`config.mk`:
```
export PLATFORM = sky130hd
export DESIGN_NAME = hyperloglog_dma_cmd_gen
export DESIGN_NICKNAME = d
export VERILOG_FILES = /design/src/rtl/hyperloglog_dma_cmd_gen.sv
export SDC_FILE = /design/constraint.sdc
export NUM_CORES = 1
export LEC_CHECK = 0
export ABC_AREA = 0
export BUFFER_PORTS_ARGS = -buffer_cell sky130_fd_sc_hd__buf_4
export CELL_PAD_IN_SITES_DETAIL_PLACEMENT = 1
export CELL_PAD_IN_SITES_GLOBAL_PLACEMENT = 2
export CORE_AREA = 4 4 518 520
export CTS_BUF_LIST = sky130_fd_sc_hd__clkbuf_8
export DETAILED_ROUTE_END_ITERATION = 12
export DIE_AREA = 0 0 522 524
export PLACE_DENSITY = 0.48
export SKIP_CTS_REPAIR_TIMING = 1
export SLEW_MARGIN = 20
export SYNTH_ARGS = -nofsm -noshare
export SYNTH_HDL_FRONTEND = slang
export SYNTH_SLANG_ARGS = --single-unit
```
`constraint.sdc`:
```
create_clock -name user_clk -period 16.1 [get_ports user_clk]
set_input_delay 0.805 -clock user_clk [delete_from_list [all_inputs] [get_ports user_clk]]
set_output_delay 0.805 -clock user_clk [all_outputs]
set_load 0.005 [all_outputs]
```
`src/rtl/hyperloglog_dma_cmd_gen.sv`:
```
// Splits an HLL job descriptor into page-safe DMA read commands and forwards
// the returned data beats to the HLL pipeline with last/keep on the final beat,
// counting the tuples handed over.
module hyperloglog_dma_cmd_gen #(
  parameter int DATA_BYTES      = 64,
  parameter int TUPLE_BYTES     = 4,
  parameter int MAX_BURST_BYTES = 1024
) (
  input  logic                    user_clk,
  input  logic                    user_aresetn,
  input  logic                    s_axis_param_valid,
  output logic                    s_axis_param_ready,
  input  logic [95:0]             s_axis_param_data,
  output logic                    m_axis_dma_cmd_valid,
  input  logic                    m_axis_dma_cmd_ready,
  output logic [63:0]             m_axis_dma_cmd_addr,
  output logic [31:0]             m_axis_dma_cmd_len,
  input  logic                    s_axis_data_valid,
  output logic                    s_axis_data_ready,
  input  logic [DATA_BYTES*8-1:0] s_axis_data_data,
  output logic                    m_axis_data_valid,
  input  logic                    m_axis_data_ready,
  output logic [DATA_BYTES*8-1:0] m_axis_data_data,
  output logic [DATA_BYTES-1:0]   m_axis_data_keep,
  output logic                    m_axis_data_last,
  output logic [31:0]             tuples_consumed,
  output logic                    busy,
  output logic                    done
);

  localparam int BEAT_SH = $clog2(DATA_BYTES);
  localparam int TUP_SH  = $clog2(TUPLE_BYTES);
  localparam int TPB     = DATA_BYTES / TUPLE_BYTES;

  typedef enum logic [1:0] {IDLE, CMD, DRAIN, DONE} state_t;

  state_t             state_q, state_d;
  logic [63:0]        addr_q, addr_d;
  logic [39:0]        bytes_left_q, bytes_left_d;
  logic [39:0]        total_beats_q, total_beats_d;
  logic [39:0]        beats_q, beats_d;
  logic [BEAT_SH-1:0] rem_q, rem_d;
  logic [31:0]        len_q, len_d;
  logic [31:0]        tuples_q, tuples_d;

  logic        active;
  logic        beat_hs;
  logic        is_last;
  logic [39:0] job_bytes;

  // Largest command that fits the remaining bytes, the burst limit and the page.
  function automatic logic [39:0] burst_len(input logic [63:0] a, input logic [39:0] b);
    logic [39:0] lim;
    logic [12:0] page;
    page = 13'd4096 - {1'b0, a[11:0]};
    lim  = 40'(MAX_BURST_BYTES);
    if ({27'b0, page} < lim) lim = {27'b0, page};
    if (b < lim) lim = b;
    return lim;
  endfunction

  // Byte enables for a beat carrying r valid bytes (r == 0 means a full beat).
  function automatic logic [DATA_BYTES-1:0] keep_mask(input logic [BEAT_SH-1:0] r);
    logic [DATA_BYTES-1:0] m;
    m = '1;
    if (r != '0) m = m >> (DATA_BYTES - int'(r));
    return m;
  endfunction

  // Zero-latency data pass-through, only open while a job is moving data.
  always_comb begin
    active             = (state_q == CMD) || (state_q == DRAIN);
    m_axis_data_valid  = active && s_axis_data_valid;
    s_axis_data_ready  = active && m_axis_data_ready;
    m_axis_data_data   = s_axis_data_data;
    beat_hs            = s_axis_data_valid && s_axis_data_ready;
    is_last            = active && (beats_q == total_beats_q - 40'd1);
    m_axis_data_last   = is_last;
    m_axis_data_keep   = is_last ? keep_mask(rem_q) : '1;
    job_bytes          = 40'(s_axis_param_data[95:64]) << TUP_SH;
  end

  // Next-state logic: descriptor capture, command splitting, beat accounting.
  always_comb begin
    state_d       = state_q;
    addr_d        = addr_q;
    bytes_left_d  = bytes_left_q;
    total_beats_d = total_beats_q;
    beats_d       = beats_q;
    rem_d         = rem_q;
    len_d         = len_q;
    tuples_d      = tuples_q;

    if (beat_hs) begin
      beats_d  = beats_q + 40'd1;
      tuples_d = tuples_q + ((is_last && rem_q != '0) ? 32'(rem_q >> TUP_SH) : 32'(TPB));
    end

    case (state_q)
      IDLE: begin
        if (s_axis_param_valid) begin
          addr_d        = s_axis_param_data[63:0] & ~64'(DATA_BYTES - 1);
          bytes_left_d  = job_bytes;
          total_beats_d = (job_bytes + 40'(DATA_BYTES - 1)) >> BEAT_SH;
          rem_d         = job_bytes[BEAT_SH-1:0];
          len_d         = 32'(burst_len(addr_d, job_bytes));
          beats_d       = '0;
          tuples_d      = '0;
          state_d       = (s_axis_param_data[95:64] == 32'd0) ? DONE : CMD;
        end
      end
      CMD: begin
        if (m_axis_dma_cmd_ready) begin
          addr_d       = addr_q + 64'(len_q);
          bytes_left_d = bytes_left_q - 40'(len_q);
          len_d        = 32'(burst_len(addr_d, bytes_left_d));
          if (bytes_left_d == '0)
            state_d = (beats_d == total_beats_q) ? DONE : DRAIN;
        end
      end
      DRAIN: begin
        if (beats_d == total_beats_q) state_d = DONE;
      end
      DONE: state_d = IDLE;
      default: state_d = IDLE;
    endcase
  end

  // State and counter registers with synchronous active-low reset.
  always_ff @(posedge user_clk) begin
    if (!user_aresetn) begin
      state_q       <= IDLE;
      addr_q        <= '0;
      bytes_left_q  <= '0;
      total_beats_q <= '0;
      beats_q       <= '0;
      rem_q         <= '0;
      len_q         <= '0;
      tuples_q      <= '0;
    end else begin
      state_q       <= state_d;
      addr_q        <= addr_d;
      bytes_left_q  <= bytes_left_d;
      total_beats_q <= total_beats_d;
      beats_q       <= beats_d;
      rem_q         <= rem_d;
      len_q         <= len_d;
      tuples_q      <= tuples_d;
    end
  end

  // Registered command and status outputs.
  always_comb begin
    s_axis_param_ready   = user_aresetn && (state_q == IDLE);
    m_axis_dma_cmd_valid = (state_q == CMD);
    m_axis_dma_cmd_addr  = addr_q;
    m_axis_dma_cmd_len   = len_q;
    tuples_consumed      = tuples_q;
    busy                 = (state_q != IDLE);
    done                 = (state_q == DONE);
  end

endmodule
```
* Word level (Yosys, flattened, before mapping)
Cells that the tools add are included.
Storage, ports and cells: flip-flop bits (word level) 248, latch bits 0, memory bits (writable) 0, memory bits (read-only) 0, bits of input ports 614, logic and storage cells 80, memories 0
Cells by class: $add $sub $neg 9, multipliers 0, div/mod/pow operators 0, order comparisons 4, eq/ne operators 9, shift operators 1, multiplexer cells 33, bitwise gates (word level) 0, reduce and logical (&&, ||, !) cells 16
Operators by type and width (count):
- 40-bit two-way mux | 9
- 64-bit two-way mux | 4
- 32-bit two-way mux | 7
- 64-bit case mux with 2 select lines | 1
- 40-bit case mux with 2 select lines | 1
- 64-bit by 32-bit adder with 64-bit output | 1
- 32-bit case mux with 2 select lines | 1
- 64-bit by 32-bit >> shifter with 64-bit output, first input constant | 1
- 40-bit by 1-bit adder with 40-bit output, second input constant | 1
- 40-bit by 34-bit equality test with 1-bit output | 1
- 40-bit equality test | 1
- 40-bit zero test | 1
- 34-bit by 40-bit less-than comparator with 1-bit output | 1
- 40-bit less-than comparator | 1
- 40-bit by 32-bit subtractor with 40-bit output | 1
- 34-bit by 6-bit adder with 35-bit output, second input constant | 1
- 34-bit by 1-bit subtractor with 35-bit output, second input constant | 1
- 32-bit by 5-bit adder with 32-bit output | 1
- 32-bit zero test | 1
- 13-bit by 11-bit less-than comparator with 1-bit output, second input constant | 2
- 13-bit two-way mux | 2
- 13-bit by 12-bit subtractor with 13-bit output, first input constant | 2
- 2-bit two-way mux | 5
- 2-bit case mux with 4 select lines | 1
- 15 further kinds | 24

* Longest topological paths before layout
word-level depth 10, mapped depth 25

* Least setup slack after synthesis
OpenSTA, ideal clock, no wires.
path type register to register, start register total_beats_q[10], end register tuples_q[21] (netlist: tuples_consumed[21]), arrival 5052 ps, data required time 15972 ps, path slack 10921 ps, cell stages (with the launch flop) 25, buffers on the path 1, clock period less this slack 5179 ps, cell sequence dfxtp_1 > buf_6 > or4_4 > nor4_4 > or4b_1 > a21oi_1 > mux2i_1 > nor4_2 > nand4_1 > nor4_4 > a21boi_4 > inv_2 > nor2_1 > ha_1 > a21o_1 > a21o_1 > a21o_1 > a21oi_1 > nor2_1 > and4_1 > nand2b_1 > inv_1 > and3_1 > xnor2_1 > nor2_1
Between the ends: word-level cells in the longest chain between the ends 9
RTL lines:
- start, declared | line 40 | logic [39:0] total_beats_q, total_beats_d;
- start signal, assigned | line 144 | total_beats_q <= total_beats_d;
- 34-bit by 1-bit subtractor with 35-bit output (*) | line 77 | is_last = active && (beats_q == total_beats_q - 40'd1);
- 40-bit equality test (*) | line 77
- 1-bit logical AND (*) | line 77
- named net m_axis_data_last | line 25 | output logic m_axis_data_last,
- 1-bit logical AND (*) | line 96 | tuples_d = tuples_q + ((is_last && rem_q != '0) ? 32'(rem_q >> TUP_SH) : 32'(TPB));
- 5-bit two-way mux (*) | line 96
- 32-bit by 5-bit adder with 32-bit output (*) | line 96
- 32-bit two-way mux (*) | line 94 | if (beat_hs) begin
- 32-bit two-way mux | line 101 | if (s_axis_param_valid) begin
- 32-bit two-way mux (*) | line 99 | case (state_q)
- end signal, assigned | line 148 | tuples_q <= tuples_d;
- end, declared | line 44 | logic [31:0] tuples_q, tuples_d;
The timed path passes the listed nets; every way through them passes the cells marked *. A chain may end at the register's enable or synchronous reset.

* Worst setup path in the final report
start register total_beats_q[10], end register tuples_q[31] (netlist: tuples_consumed[31])
Between the ends: word-level cells in the longest chain between the ends 9
RTL lines (line):
- 34-bit by 1-bit subtractor with 35-bit output (*) | 77
- 40-bit equality test (*) | 77
- 1-bit logical AND (*) | 77
- 1-bit logical AND (*) | 96
- 5-bit two-way mux (*) | 96
- 32-bit by 5-bit adder with 32-bit output (*) | 96
- 32-bit two-way mux (*) | 94
- 32-bit two-way mux | 101
- 32-bit two-way mux (*) | 99
Every way passes the cells marked *; elsewhere a longest branch is shown, timed or not.

==> impl_metrics.env <==
export IMPL_critPathArrivalTime_ns=6.96
export IMPL_grt_overflow_total=0
export IMPL_clk_latency_ns=0.82
export IMPL_ir_worst_vdd_uv=54.4
export IMPL_final_nets=3401
export IMPL_yosysTopAreaCellShare=0.215
export IMPL_grt_pass1_wl_um=181000
export IMPL_min_path_cells=3
export IMPL_worst_r2r_path_depth=24
export IMPL_fmax_mhz=157
export IMPL_track_usage=0.0931
export IMPL_ys_ff_latch=243
export IMPL_hold_viol=0
export IMPL_grt_max_degree=79
export IMPL_cts_sinks=243
export IMPL_clockRootBuffer="clkbuf_8"
export IMPL_core_area_um2=264000
export IMPL_drc=0
export IMPL_max_stage_delay_ns=0.63
export IMPL_grt_pass1_vias=21200
export IMPL_layout_drive_gt1_share=0.169
export IMPL_critPathKind="register to register"
export IMPL_cts_tree="built"
export IMPL_initialDrtViolationCount=965
export IMPL_hp_class="input pin to register"
export IMPL_finalSetupViolCount=0
export IMPL_setup_slack_ns=9.72
export IMPL_total_power_mw=4.04
export IMPL_tightest_slew_ns=1.09
export IMPL_p_per_area_nw_per_um2=155
export IMPL_ys_seq_area_frac=0.215
export IMPL_initial_utilization=0.0858
export IMPL_ys_async_sr_fraction=0
export IMPL_synth_edf_count=0
export IMPL_synth_top_cell_by_area="dfxtp_1"
export IMPL_yosys_most_used_dff="dfxtp_1"
export IMPL_endpoint_kind="register"
export IMPL_wl_per_cell_um=21.1
export IMPL_vias=20600
export IMPL_whs_endpoint="total_beats_q[28]"
export IMPL_rsz0062_at_grt="no"
export IMPL_r2r_end="tuples_consumed[31]"
export IMPL_clk_path_buf_depth=3
export IMPL_status="finished clean"
export IMPL_synthTopCellsByArea="dfxtp_1 (21%), buf_4 (19%), ha_1 (5.3%)"
export IMPL_seq_area_um2=4860
export IMPL_cap_violations=0
export IMPL_min_period_ns=6.38
export IMPL_io_pin_count=1325
export IMPL_port_buffers=290
export IMPL_r2r_setup_slack_ns=9.72
export IMPL_fin_util=0.0985
export IMPL_htreeDepth=2
export IMPL_fill_cells=31700
export IMPL_postSynthAreaPerCell_um2=7.55
export IMPL_die_area_um2=274000
export IMPL_syn_to_final_growth_pct=14.8
export IMPL_slowest_stage="or4_4"
export IMPL_ant_nets=0
export IMPL_ys_warn_count=0
export IMPL_clk_pin_slew_ns=0.07
export IMPL_maxSlewViolCount=0
export IMPL_leakagePower_nw=9.11
export IMPL_place_hpwl_um=108000
export IMPL_cp_max_fo=9
export IMPL_crit_required_ns=16.68
export IMPL_dr_pass1_iters=5
export IMPL_clock_skew_ns=0.135
export IMPL_ys_types=91
export IMPL_setup_tns_ns=0
export IMPL_fin_crit_sh=0.396
export IMPL_place_ws_ns=9.58
export IMPL_rows=189
export IMPL_finalWirelength_um=132000
export IMPL_post_drt_via_cell_ratio=3.28
export IMPL_fp_dieH_um=524
export IMPL_die_w_um=522
export IMPL_path_cells="or4_4, nor4_4, nor4b_4, nor4bb_1, o21ai_0, o21ai_0, nand4_1, nor4_4, buf_4, a21boi_4, inv_2, nor2_1, ha_1, a21o_1, a21o_1, a21o_1, a21oi_1, nor2_1, and4_1, nand2b_1, nor3_1, nand3_1, xor2_1, nor2_1"
export IMPL_reg2reg_from="total_beats_q[10]"
export IMPL_antenna_found_initial=44
export IMPL_start_kind="register"
export IMPL_hold_start="s_axis_param_data[95]"
export IMPL_relSlewSlack=0.273
export IMPL_gp_congestion=0.759
export IMPL_syn_inst=3005
export IMPL_cts_made_buffers=52
export IMPL_multi_input_area_um2=12800
export IMPL_syn_area_um2=22700
==> worst max-delay path: cells and delay by family (launching register included) <==
kind,cells,cell delay [ns]
AO/OA/AOI/OAI,7,1.08
XOR/XNOR,1,0.16
adder cells (fa/ha/maj),1,0.19
buffers and inverters,2,0.31
flip-flops,1,0.40
AND/OR/NAND/NOR,13,4.10
==> how the worst max path moves through the flow <==
stage	endpoint	startpoint	slack, ns
finish	tuples_consumed[31]	total_beats_q[10]	9.72
global route	tuples_consumed[31]	total_beats_q[10]	9.09
CTS	m_axis_data_keep[22]	total_beats_q[10]	9.63
detailed placement	tuples_consumed[29]	total_beats_q[10]	9.58
global placement	tuples_consumed[29]	total_beats_q[10]	9.54
floorplan	tuples_consumed[21]	total_beats_q[10]	10.92
==> cell usage after synthesis, drive strengths merged, types with 10 or more instances <==
cell	number
a211oi	57
a21o	37
a21oi	191
a221oi	13
a22oi	17
a311oi	10
a31oi	28
and2	28
and3	38
and4	20
buf	578
clkbuf	118
dfxtp	243
ha	96
inv	105
mux2i	58
nand2	228
nand2b	19
nand3	78
nand4	57
nor2	253
nor2b	11
nor3	93
nor3b	11
nor4	39
o211ai	10
o21a	18
o21ai	128
o21bai	14
o221ai	15
o22ai	13
or2	12
or3	22
or4	15
xnor2	101
xor2	103
==> layout make-up <==
class	count	share of cell area
sequential	243	0.187
inverter	105	0.0152
clock buffer	59	0.0312
multi-input combinational	1965	0.491
tap	3533	0.170
timing repair buffer	321	0.0926
antenna	14	0.00135
clock inverter	34	0.0124
==> placed cells by master, fill, tap and decap left out, types with 57 or more instances in the layout <==
| cell | n |
|---|---|
| nand2_1 | 226 |
| nor3_1 | 92 |
| mux2i_1 | 58 |
| clkbuf_8 | 59 |
| dfxtp_1 | 243 |
| nor2_1 | 252 |
| xor2_1 | 103 |
| nand3_1 | 76 |
| buf_4 | 321 |
| nand4_1 | 57 |
| o21ai_0 | 123 |
| xnor2_1 | 101 |
| inv_1 | 115 |
| ha_1 | 95 |
| a21oi_1 | 189 |
==> through the flow <==
stage	std cells	area (um^2)	hold WS, ns
finish	6274	26000	0.295
global route	6262	26000	0.221
CTS	6260	26000	0.190
detailed placement	6167	24900	0.465
global placement	6167	24800	0.457
floorplan	3009	22700	0.440
==> per-layer routing <==
metal	GRT usage	routed length (um)	up-vias
li1	-	-	9426
met1	0.126	61900	9875
met2	0.124	49800	944
met3	0.0477	15500	309
met4	0.0326	4660	24
met5	0.00745	358	-
==> where the power goes <==
group	switching, mW	total [mW]	internal, mW
Clock	0.375	0.796	0.421
Sequential	0.140	0.849	0.709
Combinational	1.55	2.39	0.840
Total	2.07	4.04	1.97
==> flip-flops by register name, summed over array words and instances (netlist names) <==
signal,flops
total_beats_q,29
m_axis_dma_cmd_len,32
state_q,2
bytes_left_q,40
m_axis_dma_cmd_addr,64
beats_q,40
rem_q,4
tuples_consumed,32
==> cells by family after synthesis <==
kind of cell	synth area share
adder cells (fa/ha/maj)	0.0556
flip-flops	0.215
other	0.000165
AND/OR/NAND/NOR	0.213
buffers and inverters	0.226
multiplexers	0.0291
AO/OA/AOI/OAI	0.183
XOR/XNOR	0.0788
No activity file was read; power rests on OpenSTA's default activity.
